## config.mk

```make
export PLATFORM = sky130hd
export DESIGN_NAME = wlmont_to_domain
export DESIGN_NICKNAME = d
export VERILOG_FILES = /design/src/rtl/wlmont_pkg.sv /design/src/rtl/wlmont_to_domain_dbl_step.sv /design/src/rtl/wlmont_to_domain.sv
export SDC_FILE = /design/constraint.sdc
export NUM_CORES = 1
export LEC_CHECK = 0
export ABC_AREA = 1
export ABC_CLOCK_PERIOD_IN_PS = 2330
export BUFFER_PORTS_ARGS = -buffer_cell sky130_fd_sc_hd__buf_4
export CORE_MARGIN = 5
export CORE_UTILIZATION = 58
export DETAILED_ROUTE_END_ITERATION = 16
export GPL_TIMING_DRIVEN = 0
export PLACE_DENSITY_LB_ADDON = 0.3
export SYNTH_ARGS = -nofsm -noshare
export SYNTH_HDL_FRONTEND = slang
export SYNTH_HIERARCHICAL = 1
export SYNTH_SLANG_ARGS = --single-unit
export TNS_END_PERCENT = 50
```

## constraint.sdc

```tcl
create_clock -name clk -period 2.33 [get_ports clk]
set_input_delay 0 -clock clk [delete_from_list [all_inputs] [get_ports clk]]
set_output_delay 0 -clock clk [all_outputs]
set_load 0.01 [all_outputs]
```

## src/rtl/wlmont_pkg.sv

```systemverilog
// Shared definitions for the word-level Montgomery blocks: the R exponent and
// the conversion FSM states.
package wlmont_pkg;

    typedef enum logic [1:0] {IDLE, RUN, DONE} state_t;

    // K = W * ceil(LOGQ / W); reduction stages must use this same function.
    function automatic int calc_K(input int logq, input int w);
        return w * ((logq + w - 1) / w);
    endfunction

endpackage

```

## src/rtl/wlmont_to_domain_dbl_step.sv

```systemverilog
// Combinational modular doubling: y = (2a) mod q, for a < q.
module wlmont_dbl_step #(
    parameter int LOGQ = 31
) (
    input  logic [LOGQ-1:0] a,
    input  logic [LOGQ-1:0] q,
    output logic [LOGQ-1:0] y
);

    logic [LOGQ:0]   s;
    logic [LOGQ+1:0] d;

    assign s = {a, 1'b0};
    assign d = {1'b0, s} - {2'b00, q};
    // Sign bit of d selects the unreduced double.
    assign y = LOGQ'(d[LOGQ+1] ? {1'b0, s} : d);

endmodule

```

## src/rtl/wlmont_to_domain.sv

```systemverilog
// Bit-serial conversion into the word-level Montgomery domain:
// y = x * 2^K mod q using K modular doublings, valid/ready on both sides.
module wlmont_to_domain
    import wlmont_pkg::*;
#(
    parameter int LOGQ = 31,
    parameter int W    = 16
) (
    input  logic            clk,
    input  logic            rstn,
    input  logic [LOGQ-1:0] q,
    input  logic            in_valid,
    output logic            in_ready,
    input  logic [LOGQ-1:0] x_i,
    output logic            out_valid,
    input  logic            out_ready,
    output logic [LOGQ-1:0] y_o
);

    localparam int K  = calc_K(LOGQ, W);
    localparam int CW = $clog2(K) + 1;

    state_t          state, state_nxt;
    logic [LOGQ-1:0] q_r, acc, acc_dbl;
    logic [CW-1:0]   cnt;
    logic            in_hs, out_hs;

    // in_ready is gated in the handshake so nothing is taken while it is still low after reset.
    assign in_hs  = in_valid & in_ready;
    assign out_hs = out_valid & out_ready;
    assign y_o    = acc;

    wlmont_dbl_step #(.LOGQ(LOGQ)) u_dbl (
        .a (acc),
        .q (q_r),
        .y (acc_dbl)
    );

    always_comb begin
        state_nxt = state;
        case (state)
            IDLE:    if (in_hs) state_nxt = RUN;
            RUN:     if (cnt == CW'(K - 1)) state_nxt = DONE;
            DONE:    if (out_hs) state_nxt = IDLE;
            default: state_nxt = IDLE;
        endcase
    end

    always_ff @(posedge clk or negedge rstn) begin
        if (!rstn) begin
            state     <= IDLE;
            in_ready  <= 1'b0;
            out_valid <= 1'b0;
            q_r       <= '0;
            acc       <= '0;
            cnt       <= '0;
        end else begin
            state     <= state_nxt;
            in_ready  <= (state_nxt == IDLE);
            out_valid <= (state_nxt == DONE);
            case (state)
                IDLE: if (in_hs) begin
                    q_r <= q;
                    acc <= x_i;
                    cnt <= '0;
                end
                RUN: begin
                    acc <= acc_dbl;
                    cnt <= cnt + CW'(1);
                end
                default: ;
            endcase
        end
    end

endmodule

```

==> impl_metrics.json, run 1 <==
{
  "gp_congestion": 0.990,
  "outcome": "finished, final reports clean",
  "crit_path_end_kind": "flop",
  "routed_via_density": 5.52,
  "ctsHtreeMaxLevel": 3,
  "synth_cell_types": 34,
  "finClkSkew_ns": 0.0108,
  "min_period_ns": 2.32,
  "portBuffers": 98,
  "cts_buffer_depth": 2,
  "setup_viol": 0,
  "root_buffer": "clkbuf_8",
  "post-place-ws_ns": -0.172,
  "drtIter0Drc": 853,
  "fillers": 688,
  "ant_nets": 0,
  "antennaDiodeCount": 0,
  "area_delta_synth_final_pct": 37.4,
  "multi_input_area_um2": 4100,
  "worst_slack_ns": 0.00509,
  "hp-class": "input port to flop",
  "setup_tns_ns": 0,
  "synthTopCellsByArea": "dfrtp_1 (29%), nand2_1 (29%), nand3_1 (8.9%)",
  "fp.dieH_um": 113,
  "cts_made_buffers": 9,
  "ys_ff_latch": 72,
  "synth_seq_area_share_pct": 29.1,
  "worstSetupPathType": "flop to flop",
  "rsz0062_at_grt": "yes",
  "grt_max_degree": 73,
  "seqCellArea_um2": 1820,
  "timing.final.hold_violations": 0,
  "grt_first_pass_wirelength_um": 33300,
  "drive_gt1_share_pct": 21.5,
  "period_share_pct": 99.8,
  "fmax_mhz": 430,
  "grt_pass1_vias": 6790,
  "die_area_um2": 12800,
  "drc": 0,
  "vias": 7368,
  "yosysWarnings": 6,
  "drt_wl_total_um": 22400,
  "netlist_area_um2": 6190,
  "max-slew-margin-rel_pct": 37.3,
  "insertion_delay_ns": 0.36,
  "arrival_ns": 2.61,
  "grt_use_total_pct": 32.6,
  "required_ns": 2.62,
  "yosys.area.top_type_share_pct": 29.1,
  "cts.sinks": 72,
  "synth_top_area_cell": "dfrtp_1",
  "dr.pass1.iters": 6,
  "wire_per_inst_um": 16.8,
  "path_max_fanout": 10,
  "antenna_found_initial": 0,
  "worstSetupStartpointType": "flop",
  "timing.final.max_slew_violations": 0,
  "nets": 1292,
  "tightest_slew_ns": 0.941,
  "start_util_pct": 59.7,
  "syn_area_per_cell_um2": 6.12,
  "final_util_pct": 82.1,
  "clk_pin_slew_ns": 0.08,
  "tritoncts": "done",
  "core_um2": 10400,
  "io-pin-count": 99,
  "fp.dieW_um": 113,
  "synthesis.nets": 1110,
  "grt-ovfl-total": 0,
  "synth_cells": 1012,
  "dp_hpwl_um": 14100,
  "drv_cap": 0,
  "num_rows": 37
}
[worst paths after layout]
kind / slack, ns / startpoint / endpoint / depth (start not counted)
worst max-delay path: 0.005 / q_r[1] / y_o[27] / 18
worst min-delay path: 0.11 / in_valid / cnt[5] / 6
worst max register to register: 0.005 / q_r[1] / y_o[27] / 18
worst min register to register: 0.48 / q_r[25] / q_r[25] / 2
max in group asynchronous: 1.33 / rstn / y_o[20] / 2
min in group asynchronous: 0.32 / rstn / q_r[3] / 2
[worst max-delay path, cell delays in order (launching register included)]
cell	delay, ns
dfrtp_1	0.39
inv_2	0.07
fa_2	0.40
nand3_2	0.10
nand3_2	0.13
nand2_2	0.11
nand2_2	0.07
nand2_2	0.08
nand2_4	0.08
nand2_4	0.09
nand2_8	0.07
clkinv_8	0.08
buf_12	0.14
nand2_1	0.09
nand2_1	0.09
nand2_1	0.06
nand2_1	0.07
nand2_1	0.07
nand2_1	0.08
[cells in the final DEF (no fill, tap or decap), types with 2 or more instances in the layout]
cell and count:
a21oi_1 19, a21oi_2 5, buf_1 2, buf_12 3, buf_2 12, buf_4 114, buf_6 3, clkbuf_1 5
clkbuf_8 10, clkinv_2 2, dfrtp_1 60, dfrtp_2 12, dlygate4sd3_1 64, ha_1 3, ha_4 28, inv_1 134
inv_2 7, nand2_1 468, nand2_2 23, nand2_4 4, nand3_1 108, nand3_2 3, nand3b_1 6, nand4_1 5
nor2_1 39, nor2_2 4, nor2_4 5, nor3_4 2, o21ai_0 3, o21ai_1 3, o21ai_2 13, o21bai_1 3
xnor2_1 14
[cell type report]
| cell class | count | share of cell area, % |
|---|---|---|
| clock inverters | 3 | 0.500 |
| repair buffers | 171 | 17.1 |
| well taps | 136 | 2.00 |
| inverters | 144 | 6.54 |
| plain buffers | 31 | 2.67 |
| flip-flops and latches | 72 | 21.3 |
| clock buffers | 12 | 1.70 |
| multi-input cells | 765 | 48.1 |
[routing by layer]
metal / GRT usage, % / part of all wire, % / vias up
met3: 4.33 / 9.0 / 86
met5: 0 / 0 / -
met4: 13.1 / 3.6 / 0
met2: 53.4 / 47 / 433
met1: 43.5 / 40 / 3374
li1: - / - / 3475
[metrics by stage]
step | instance area (um2) | cells | hold slack (ns)
final | 8510 | 1334 | 0.108
after global routing | 8510 | 1334 | 0.130
after CTS | 8080 | 1327 | 0.0821
after detailed placement | 7100 | 1246 | 0.183
after global placement | 7100 | 1246 | 0.180
after floorplan | 6190 | 1012 | -0.296
[repair_timing]
item / in CTS / in global routing
endpoints found under the setup margin: 31 / 31
setup buffers: 2 / 7
pin swaps: 2 / 7
endpoints found under the hold margin: 136 / 0
hold buffers: 64 / 0
cloned: 0 / 0
resized for setup: 20 / 66
[flip-flops by register name, indices dropped and copies added (netlist names)]
| signal | flops |
|---|---|
| state | 2 |
| in_ready | 1 |
| y_o | 31 |
| q_r | 31 |
| cnt | 6 |
| out_valid | 1 |
[cells in the mapped netlist (all sizes together)]
cell,instances
and2,1
nor2,48
nand3b,6
or2,1
inv,143
nor3,4
clkinv,1
o21bai,3
nand2,496
a21oi,24
fa,1
nand4,5
xnor2,14
nand3,111
xor2,1
buf,28
ha,31
dfrtp,72
clkbuf,3
o21ai,19
[kinds of logic (layout without fill, tap and decap cells)]
family                     Yosys count  in the layout  share of synthesized area [%]
adders and majority gates           32             32                           6.58
xor gates and xnor gates            15             15                           2.12
buffers and inverters              175            361                           12.1
and+or+nand+nor                    672            672                           45.3
DFF                                 72             72                           29.1
AOI/OAI and AO/OA                   46             46                           4.81
Power of run 1 is left out: the tool's default activity adds up to more than one toggle a clock period on the data nets, which glitch-free logic cannot reach.
==> run 2: changes to the inputs <==
Settings changed: CTS_CLUSTER_DIAMETER set to 40, RECOVER_POWER set to 50.
==> impl_metrics.json, run 2 (synthesis gave the netlist of run 1 again) <==
{
  "grt_max_degree": 73,
  "drtIter0Drc": 856,
  "r2r_slack_ns": -0.02,
  "busiest_layer": "met2",
  "clk_pin_slew_ns": 0.08,
  "violations": "negative setup slack",
  "gp_congestion": 0.990,
  "seqCellArea_um2": 1820,
  "drive_gt1_share_pct": 21.2,
  "finClkSkew_ns": 0.00986,
  "antennaDiodeCount": 0,
  "die_area_um2": 12800,
  "nets": 1292,
  "tightest_slew_ns": 0.949,
  "setup_viol": 1,
  "r2r_end": "y_o[27]",
  "antenna_found_initial": 0,
  "r2r-start": "q_r[1]",
  "crit_path_end_kind": "flop",
  "final_common_cell": "nand2_1",
  "met2_usage_pct": 53.4,
  "routed_via_density": 5.51,
  "grt_first_pass_wirelength_um": 33300,
  "post-place-ws_ns": -0.172,
  "fp.dieH_um": 113,
  "wire_per_inst_um": 16.8,
  "num_rows": 37,
  "io-pin-count": 99,
  "cts_buffer_depth": 2,
  "worst_slack_ns": -0.0151,
  "dp_hpwl_um": 14100,
  "root_buffer": "clkbuf_8",
  "min_period_ns": 2.35,
  "placed_cells": 1246,
  "min_to": "cnt[5]",
  "layout_common_cells": "nand2_1 (468), inv_1 (134), buf_4 (111)",
  "hp-start": "in_valid",
  "vias": 7355,
  "met3_usage_pct": 4.33,
  "timing.final.max_slew_violations": 0,
  "portBuffers": 98,
  "period_share_pct": 101,
  "worstSetupStartpointType": "flop",
  "grt-ovfl-total": 0,
  "fillers": 694,
  "fmax_mhz": 426,
  "path_max_fanout": 10,
  "start_util_pct": 59.7,
  "grt_use_total_pct": 32.6,
  "drt_wl_total_um": 22400,
  "insertion_delay_ns": 0.36,
  "grt_pass1_vias": 6790,
  "drc": 0,
  "outcome": "finished with violations",
  "hp-class": "input port to flop",
  "cts.sinks": 72,
  "reg2reg_depth": 18,
  "dr.pass1.iters": 6,
  "hold_ws_ns": 0.110,
  "timing.final.hold_violations": 0,
  "core_um2": 10400,
  "fp.dieW_um": 113,
  "arrival_ns": 2.63,
  "gr-usage-met1_pct": 43.5,
  "ant_nets": 0,
  "cts_made_buffers": 9,
  "hold_depth": 6,
  "drv_cap": 0,
  "tritoncts": "done",
  "multi_input_area_um2": 4100,
  "ctsHtreeMaxLevel": 3,
  "area_delta_synth_final_pct": 37.2,
  "max-slew-margin-rel_pct": 36.7,
  "rsz0062_at_grt": "yes",
  "required_ns": 2.62,
  "fin_cells": 1334,
  "worstSetupPathType": "flop to flop"
}
-- run 2: how the worst max path moves through the flow --
| stage | start | to | slack [ns] | cells after the start |
|---|---|---|---|---|
| after floorplan | y_o[0] | y_o[11] | 0.17 | 17 |
| after global placement | y_o[0] | y_o[26] | -0.13 | 17 |
| after detailed placement | y_o[0] | y_o[12] | -0.17 | 17 |
| after CTS | q_r[1] | y_o[22] | 0.002 | 18 |
| after global routing | q_r[1] | y_o[24] | -0.11 | 18 |
| final | q_r[1] | y_o[27] | -0.02 | 18 |
-- run 2: layer usage --
layer | wire (um) | vias up
met2 | 10600 | 445
met4 | 777 | 0
li1 | - | 3474
met5 | 0 | -
met1 | 8970 | 3358
met3 | 2060 | 78
-- run 2: layout make-up --
cell class | count | share of cell area [%]
plain buffers | 31 | 2.68
clock buffers | 12 | 1.71
clock inverters | 3 | 0.500
well taps | 136 | 2.00
flip-flops and latches | 72 | 21.4
inverters | 144 | 6.55
repair buffers | 171 | 17.0
multi-input cells | 765 | 48.2
-- run 2: what timing repair did --
action | 4_1_cts | 5_1_grt
hold buffers | 64 | 0
endpoints found under the setup margin | 31 | 31
hold endpoints to repair | 136 | 0
pin swaps | 2 | 7
buffers inserted | 2 | 7
gates resized for setup | 20 | 66
-- run 2: stage by stage --
stage / instance area [um2] / setup TNS, ns / utilization, %
2_1_floorplan: 6190 / 0 / -
3_3_place_gp: 7100 / -3.35 / 68.5
3_5_place_dp: 7100 / -4.21 / 68.5
4_1_cts: 8080 / 0 / 77.9
5_1_grt: 8500 / -0.954 / 82.0
6_report: 8500 / -0.0151 / 82.0
-- run 2: worst max-delay path: stages, from the launching register on --
cell and delay [ns]:
dfrtp_1 0.39, inv_2 0.07, fa_2 0.41, nand3_2 0.11, nand3_2 0.14, nand2_2 0.11, nand2_2 0.07, nand2_2 0.08
nand2_4 0.08, nand2_4 0.09, nand2_8 0.07, clkinv_8 0.08, buf_12 0.14, nand2_1 0.08, nand2_1 0.09, nand2_1 0.06
nand2_1 0.07, nand2_1 0.07, nand2_1 0.08
Power of run 2 is left out for the same reason.
